===== src/rtl/axi_lite_reg_bank.sv =====
// AXI4-Lite register bank: NUM_REGS words, RW registers stored locally, RO words
// read straight from hw_in. Independent write (W_IDLE/W_RESP) and read (R_IDLE/R_DATA) FSMs.
module axi_lite_reg_bank #(
    parameter int                   DATA_WIDTH = 32,
    parameter int                   ADDR_WIDTH = 3,
    parameter int                   NUM_REGS   = 8,
    parameter logic [NUM_REGS-1:0]  RO_MASK    = 8'h01
) (
    input  logic                           clk,
    input  logic                           rst,
    input  logic                           awvalid,
    output logic                           awready,
    input  logic [ADDR_WIDTH-1:0]          awaddr,
    input  logic                           wvalid,
    output logic                           wready,
    input  logic [DATA_WIDTH-1:0]          wdata,
    input  logic [DATA_WIDTH/8-1:0]        wstrb,
    output logic                           bvalid,
    input  logic                           bready,
    output logic [1:0]                     bresp,
    input  logic                           arvalid,
    output logic                           arready,
    input  logic [ADDR_WIDTH-1:0]          araddr,
    output logic                           rvalid,
    input  logic                           rready,
    output logic [DATA_WIDTH-1:0]          rdata,
    output logic [1:0]                     rresp,
    input  logic [NUM_REGS*DATA_WIDTH-1:0] hw_in,
    output logic [NUM_REGS*DATA_WIDTH-1:0] reg_out,
    output logic [NUM_REGS-1:0]            wr_pulse
);
    localparam int STRB_W = DATA_WIDTH / 8;

    typedef enum logic {W_IDLE = 1'b0, W_RESP = 1'b1} w_state_t;
    typedef enum logic {R_IDLE = 1'b0, R_DATA = 1'b1} r_state_t;

    w_state_t                r_wstate;
    r_state_t                r_rstate;
    logic [DATA_WIDTH-1:0]   r_regs [NUM_REGS];
    logic                    r_awready;
    logic                    r_wready;
    logic                    r_arready;
    logic                    r_aw_got;
    logic                    r_w_got;
    logic [ADDR_WIDTH-1:0]   r_awaddr;
    logic [DATA_WIDTH-1:0]   r_wdata;
    logic [STRB_W-1:0]       r_wstrb;
    logic                    r_bvalid;
    logic [1:0]              r_bresp;
    logic                    r_rvalid;
    logic [DATA_WIDTH-1:0]   r_rdata;
    logic [1:0]              r_rresp;
    logic [NUM_REGS-1:0]     r_wr_pulse;

    logic                    w_aw_fire;
    logic                    w_w_fire;
    logic                    w_ar_fire;
    logic                    w_have_aw;
    logic                    w_have_w;
    logic                    w_commit;
    logic [ADDR_WIDTH-1:0]   w_cmt_addr;
    logic [DATA_WIDTH-1:0]   w_cmt_data;
    logic [STRB_W-1:0]       w_cmt_strb;
    logic [NUM_REGS-1:0]     w_wr_sel;
    logic                    w_wr_legal;
    logic [DATA_WIDTH-1:0]   w_rd_data;
    logic                    w_rd_hit;

    function automatic logic [DATA_WIDTH-1:0] f_merge(
        input logic [DATA_WIDTH-1:0] old_v,
        input logic [DATA_WIDTH-1:0] new_v,
        input logic [STRB_W-1:0]     strb
    );
        logic [DATA_WIDTH-1:0] res;
        res = old_v;
        for (int k = 0; k < STRB_W; k++) begin
            res[k*8 +: 8] = strb[k] ? new_v[k*8 +: 8] : old_v[k*8 +: 8];
        end
        return res;
    endfunction

    // A beat arriving on the commit edge is used directly; an earlier one comes from its holding register.
    assign w_aw_fire  = awvalid & r_awready;
    assign w_w_fire   = wvalid & r_wready;
    assign w_ar_fire  = arvalid & r_arready;
    assign w_have_aw  = r_aw_got | w_aw_fire;
    assign w_have_w   = r_w_got | w_w_fire;
    assign w_commit   = (r_wstate == W_IDLE) & w_have_aw & w_have_w;
    assign w_cmt_addr = r_aw_got ? r_awaddr : awaddr;
    assign w_cmt_data = r_w_got ? r_wdata : wdata;
    assign w_cmt_strb = r_w_got ? r_wstrb : wstrb;

    // Write target decode: one-hot select of a writable register, empty for RO or out-of-range.
    always_comb begin
        w_wr_sel = {NUM_REGS{1'b0}};
        for (int i = 0; i < NUM_REGS; i++) begin
            w_wr_sel[i] = (w_cmt_addr == ADDR_WIDTH'(i)) & ~RO_MASK[i];
        end
        w_wr_legal = |w_wr_sel;
    end

    // Read source mux: RO words come from hw_in, out-of-range reads yield zero.
    always_comb begin
        w_rd_data = {DATA_WIDTH{1'b0}};
        w_rd_hit  = 1'b0;
        for (int i = 0; i < NUM_REGS; i++) begin
            w_rd_hit  = w_rd_hit | (araddr == ADDR_WIDTH'(i));
            w_rd_data = w_rd_data | ({DATA_WIDTH{araddr == ADDR_WIDTH'(i)}} &
                        (RO_MASK[i] ? hw_in[i*DATA_WIDTH +: DATA_WIDTH] : r_regs[i]));
        end
    end

    // Write FSM: beat capture, register commit, commit strobe and write response.
    always_ff @(posedge clk or negedge rst) begin
        if (!rst) begin
            r_wstate   <= W_IDLE;
            r_awready  <= 1'b0;
            r_wready   <= 1'b0;
            r_aw_got   <= 1'b0;
            r_w_got    <= 1'b0;
            r_awaddr   <= {ADDR_WIDTH{1'b0}};
            r_wdata    <= {DATA_WIDTH{1'b0}};
            r_wstrb    <= {STRB_W{1'b0}};
            r_bvalid   <= 1'b0;
            r_bresp    <= 2'b00;
            r_wr_pulse <= {NUM_REGS{1'b0}};
            for (int i = 0; i < NUM_REGS; i++) begin
                r_regs[i] <= {DATA_WIDTH{1'b0}};
            end
        end else begin
            r_wr_pulse <= w_commit ? w_wr_sel : {NUM_REGS{1'b0}};
            for (int i = 0; i < NUM_REGS; i++) begin
                if (w_commit && w_wr_sel[i]) begin
                    r_regs[i] <= f_merge(r_regs[i], w_cmt_data, w_cmt_strb);
                end
            end
            case (r_wstate)
                W_IDLE: begin
                    if (w_commit) begin
                        r_wstate  <= W_RESP;
                        r_bvalid  <= 1'b1;
                        r_bresp   <= w_wr_legal ? 2'b00 : 2'b10;
                        r_awready <= 1'b0;
                        r_wready  <= 1'b0;
                        r_aw_got  <= 1'b0;
                        r_w_got   <= 1'b0;
                    end else begin
                        r_awready <= ~w_have_aw;
                        r_wready  <= ~w_have_w;
                        if (w_aw_fire) begin
                            r_aw_got <= 1'b1;
                            r_awaddr <= awaddr;
                        end
                        if (w_w_fire) begin
                            r_w_got <= 1'b1;
                            r_wdata <= wdata;
                            r_wstrb <= wstrb;
                        end
                    end
                end
                W_RESP: begin
                    if (bready) begin
                        r_wstate  <= W_IDLE;
                        r_bvalid  <= 1'b0;
                        r_awready <= 1'b1;
                        r_wready  <= 1'b1;
                    end
                end
                default: begin
                    r_wstate  <= W_IDLE;
                    r_bvalid  <= 1'b0;
                    r_awready <= 1'b0;
                    r_wready  <= 1'b0;
                end
            endcase
        end
    end

    // Read FSM: registers rdata/rresp on the AR beat and holds them until rready.
    always_ff @(posedge clk or negedge rst) begin
        if (!rst) begin
            r_rstate  <= R_IDLE;
            r_arready <= 1'b0;
            r_rvalid  <= 1'b0;
            r_rdata   <= {DATA_WIDTH{1'b0}};
            r_rresp   <= 2'b00;
        end else begin
            case (r_rstate)
                R_IDLE: begin
                    if (w_ar_fire) begin
                        r_rstate  <= R_DATA;
                        r_arready <= 1'b0;
                        r_rvalid  <= 1'b1;
                        r_rdata   <= w_rd_data;
                        r_rresp   <= w_rd_hit ? 2'b00 : 2'b10;
                    end else begin
                        r_arready <= 1'b1;
                    end
                end
                R_DATA: begin
                    if (rready) begin
                        r_rstate  <= R_IDLE;
                        r_rvalid  <= 1'b0;
                        r_arready <= 1'b1;
                    end
                end
                default: begin
                    r_rstate  <= R_IDLE;
                    r_rvalid  <= 1'b0;
                    r_arready <= 1'b0;
                end
            endcase
        end
    end

    for (genvar g = 0; g < NUM_REGS; g++) begin : g_reg_out
        assign reg_out[g*DATA_WIDTH +: DATA_WIDTH] = RO_MASK[g] ? {DATA_WIDTH{1'b0}} : r_regs[g];
    end

    assign awready  = r_awready;
    assign wready   = r_wready;
    assign arready  = r_arready;
    assign bvalid   = r_bvalid;
    assign bresp    = r_bresp;
    assign rvalid   = r_rvalid;
    assign rdata    = r_rdata;
    assign rresp    = r_rresp;
    assign wr_pulse = r_wr_pulse;

endmodule


===== config.mk =====
export PLATFORM = sky130hd
export DESIGN_NAME = axi_lite_reg_bank
export DESIGN_NICKNAME = d
export VERILOG_FILES = /design/src/rtl/axi_lite_reg_bank.sv
export SDC_FILE = /design/constraint.sdc
export NUM_CORES = 1
export LEC_CHECK = 0
export CAP_MARGIN = 10
export CELL_PAD_IN_SITES_DETAIL_PLACEMENT = 0
export CELL_PAD_IN_SITES_GLOBAL_PLACEMENT = 2
export CORE_AREA = 2 2 234 236
export DETAILED_ROUTE_END_ITERATION = 16
export DIE_AREA = 0 0 236 238
export GPL_ROUTABILITY_DRIVEN = 0
export HOLD_SLACK_MARGIN = 0.08
export PLACE_DENSITY = 0.9
export SETUP_SLACK_MARGIN = 0.3
export SYNTH_ARGS = -nofsm -noshare
export SYNTH_HDL_FRONTEND = slang
export SYNTH_SLANG_ARGS = --single-unit

===== constraint.sdc =====
create_clock -name clk -period 3.2 [get_ports clk]
set_input_delay 0.64 -clock clk [delete_from_list [all_inputs] [get_ports clk]]
set_output_delay 0.64 -clock clk [all_outputs]
set_load 0.01 [all_outputs]

==> flow_metrics.py <==
metrics = {
    "layout": {
        "postLayoutCellArea_sq_mm": 0.0202,
        "nFillCells": 5066,
        "area_growth_pct": 39.0,
        "mostFrequentLayoutCells": "clkdlybuf4s50_1 (346), mux2_2 (326), dfrtp_1 (312), clkbuf_16 (39), buf_4 (37)",
        "drive_gt1_frac": 0.326,
        "layout.nets": 1773,
        "final_common_cell": "clkdlybuf4s50_1",
    },
    "clocking": {
        "clock-sinks": 313,
        "cts_made_buffers": 37,
        "cts_hold_buf": 0,
        "clock-root-buffer": "clkbuf_16",
        "clk_pin_slew_ns": 0.06,
        "post_cts_resized": 0,
        "htree_levels": 2,
        "post_cts_buffers": 0,
        "cts_tree": "yes",
        "clockBufferDepth": 3,
        "clock_latency_ns": 0.54,
    },
    "place": {
        "dp_hpwl_microns": 39300,
        "portBuffers": 350,
        "place_area_sq_mm": 0.0190,
    },
    "flow_run": {
        "cap_violations": 0,
    },
    "power": {
        "switching_share": 0.334,
        "switching_power_mw": 6.09,
        "vdd_drop_max_mv": 0.404,
        "power.density_mw_per_mm2": 901,
        "pwr-share-clk": 0.237,
        "power_frac_comb": 0.393,
        "share_seq_of_total_power": 0.370,
        "p_int_mw": 12.2,
        "leakage_nw": 8.75,
    },
    "setup_path": {
        "r2r_cells": 4,
        "critical_path_class": "input pin to register",
        "start_kind": "input pin",
        "worst-path-max-fanout": 8,
        "cp.required_ns": 3.61,
        "crit_path_end_kind": "register",
        "worstPathArrival_ns": 2.96,
    },
    "die": {
        "dieArea_sq_mm": 0.0562,
        "die_h_microns": 238,
        "initial_utilization": 0.272,
        "pin_count": 610,
        "die_width_microns": 236,
        "core-area_sq_mm": 0.0535,
        "rows": 85,
    },
    "routing": {
        "dr_wl_met3_microns": 5080,
        "firstDrtPassIters": 6,
        "via_count": 10800,
        "wl_per_cell_microns": 25.2,
        "route.detailed.drc": 0,
        "met1_length_microns": 24100,
        "via_per_inst": 4.94,
        "dr_wl_met2_microns": 24800,
        "top_layer": "met5",
        "antenna_left": 0,
        "drt_iter0_drc": 562,
        "wl_microns": 55200,
    },
    "synth": {
        "synth-seq-cells": 313,
        "synthDistinctLibCells": 41,
        "synth_edf_count": 0,
        "ys.warnings.count": 0,
        "synth.avg_cell_area_sq_um": 13.3,
        "ys_seq_area_frac": 0.538,
        "async_flop_share": 1.00,
        "ys.flop_type": "dfrtp_1",
        "syn_area_sq_mm": 0.0146,
        "syn_inst": 1094,
    },
    "timing": {
        "setup_tns_ns": 0,
        "final.min_clock_period_ns": 2.55,
        "rsz0062_at_grt": "false",
        "post-route-period-util": 0.798,
        "clock.fmax_mhz": 391,
        "maxSlewViolCount": 0,
        "finalSetupViolCount": 0,
        "hold_violations": 0,
        "tightest_slew_ns": 1.05,
        "slew_headroom": 0.294,
        "fin_skew_ns": 0.0235,
    },
    "hold_path": {
        "min_path_type": "input pin to asynchronous set/reset pin",
    },
    "grt": {
        "antenna_found_initial": 8,
        "grt_pass1_wl_microns": 79700,
        "grt_pass1_vias": 11400,
        "grt_max_degree": 89,
        "grt_overflow_total": 0,
        "grt_usage": 0.194,
    },
    "status": {
        "status": "finished clean",
    },
}
## metrics by stage
stage          utilization  std cells  setup WS, ns  hold slack [ns]  total power, mW
6_report             0.379       2193         0.645           0.0955             18.3
5_1_grt              0.378       2191         0.625            0.129             19.2
4_1_cts              0.378       2191         0.684            0.123             18.4
3_5_place_dp         0.355       2125         0.106            0.479             14.0
3_3_place_gp         0.355       2125         0.145            0.462             13.8
2_1_floorplan            -       1128          1.03            0.344             9.89
## power groups by stage
stage          Combinational (mW)  Sequential, mW  Clock (mW)
5_1_grt                      7.62            6.95        4.60
2_1_floorplan                2.91            6.97           0
6_report                     7.17            6.75        4.33
3_3_place_gp                 7.10            6.72           0
4_1_cts                      7.23            6.74        4.43
3_5_place_dp                 7.20            6.79           0
## cells in the mapped netlist, drive strengths merged (5+ instances only)
cell type  number  area share
a211oi          5      0.0058
a21oi          30       0.011
a221oi         31       0.019
a22o            9      0.0054
a22oi          36       0.019
a31oi          19      0.0082
and2            5      0.0021
buf            59       0.026
clkbuf         31      0.0080
dfrtp         313        0.54
mux2          340        0.26
mux2i          26       0.018
nand2          57       0.020
nand2b         10      0.0043
nor2           33      0.0085
nor2b           6      0.0026
nor3            5      0.0034
o21ai          24      0.0082
o22a           25       0.015
or2            11      0.0047
## logic make-up after synthesis
| family | synth area share |
|---|---|
| and+or+nand+nor | 0.0545 |
| other | 0.000257 |
| AOI/OAI and AO/OA | 0.0930 |
| muxes | 0.281 |
| buffers and inverters | 0.0338 |
| DFF | 0.538 |
## final cells by class
cell class,instances,area (sq um),area share
antenna,2,5.00,0.000247
clock buffer,57,1120,0.0555
clock inverter,9,126,0.00624
multi-input combinational,725,6390,0.316
sequential,313,7830,0.387
tap,696,871,0.0430
timing repair buffer,391,3900,0.192
## flip-flops by register name, summed over array words and instances (netlist names)
register	count
wready	1
r_w_got	1
rdata	32
bvalid	1
bresp	1
r_wdata	32
reg_out	224
r_wstrb	4
r_awaddr	3
rresp	1
rvalid	1
r_aw_got	1
arready	1
r_rstate	1
r_wstate	1
awready	1
wr_pulse	7
## critical path, stage by stage
cell             delay (ns)
clkdlybuf4s50_1        0.54
or3b_2                 0.55
a211oi_4               0.44
nand2_2                0.37
mux2_1                 0.42
## final timing paths
check,start,endpoint,slack (ns)
min in group clk,rvalid,rvalid,0.48
min reg2reg,rvalid,rvalid,0.48
max reg2reg,r_aw_got,reg_out[47],0.73
max,awaddr[0],reg_out[47],0.65
max in group asynchronous,rst,reg_out[71],2.17
min,rst,reg_out[87],0.1
## routing by layer
layer,up-vias,global-route usage
met4,8,0.0531
met1,5526,0.253
met5,-,0
li1,4746,-
met3,80,0.0696
met2,475,0.304
(Power assumes the default switching activity.)
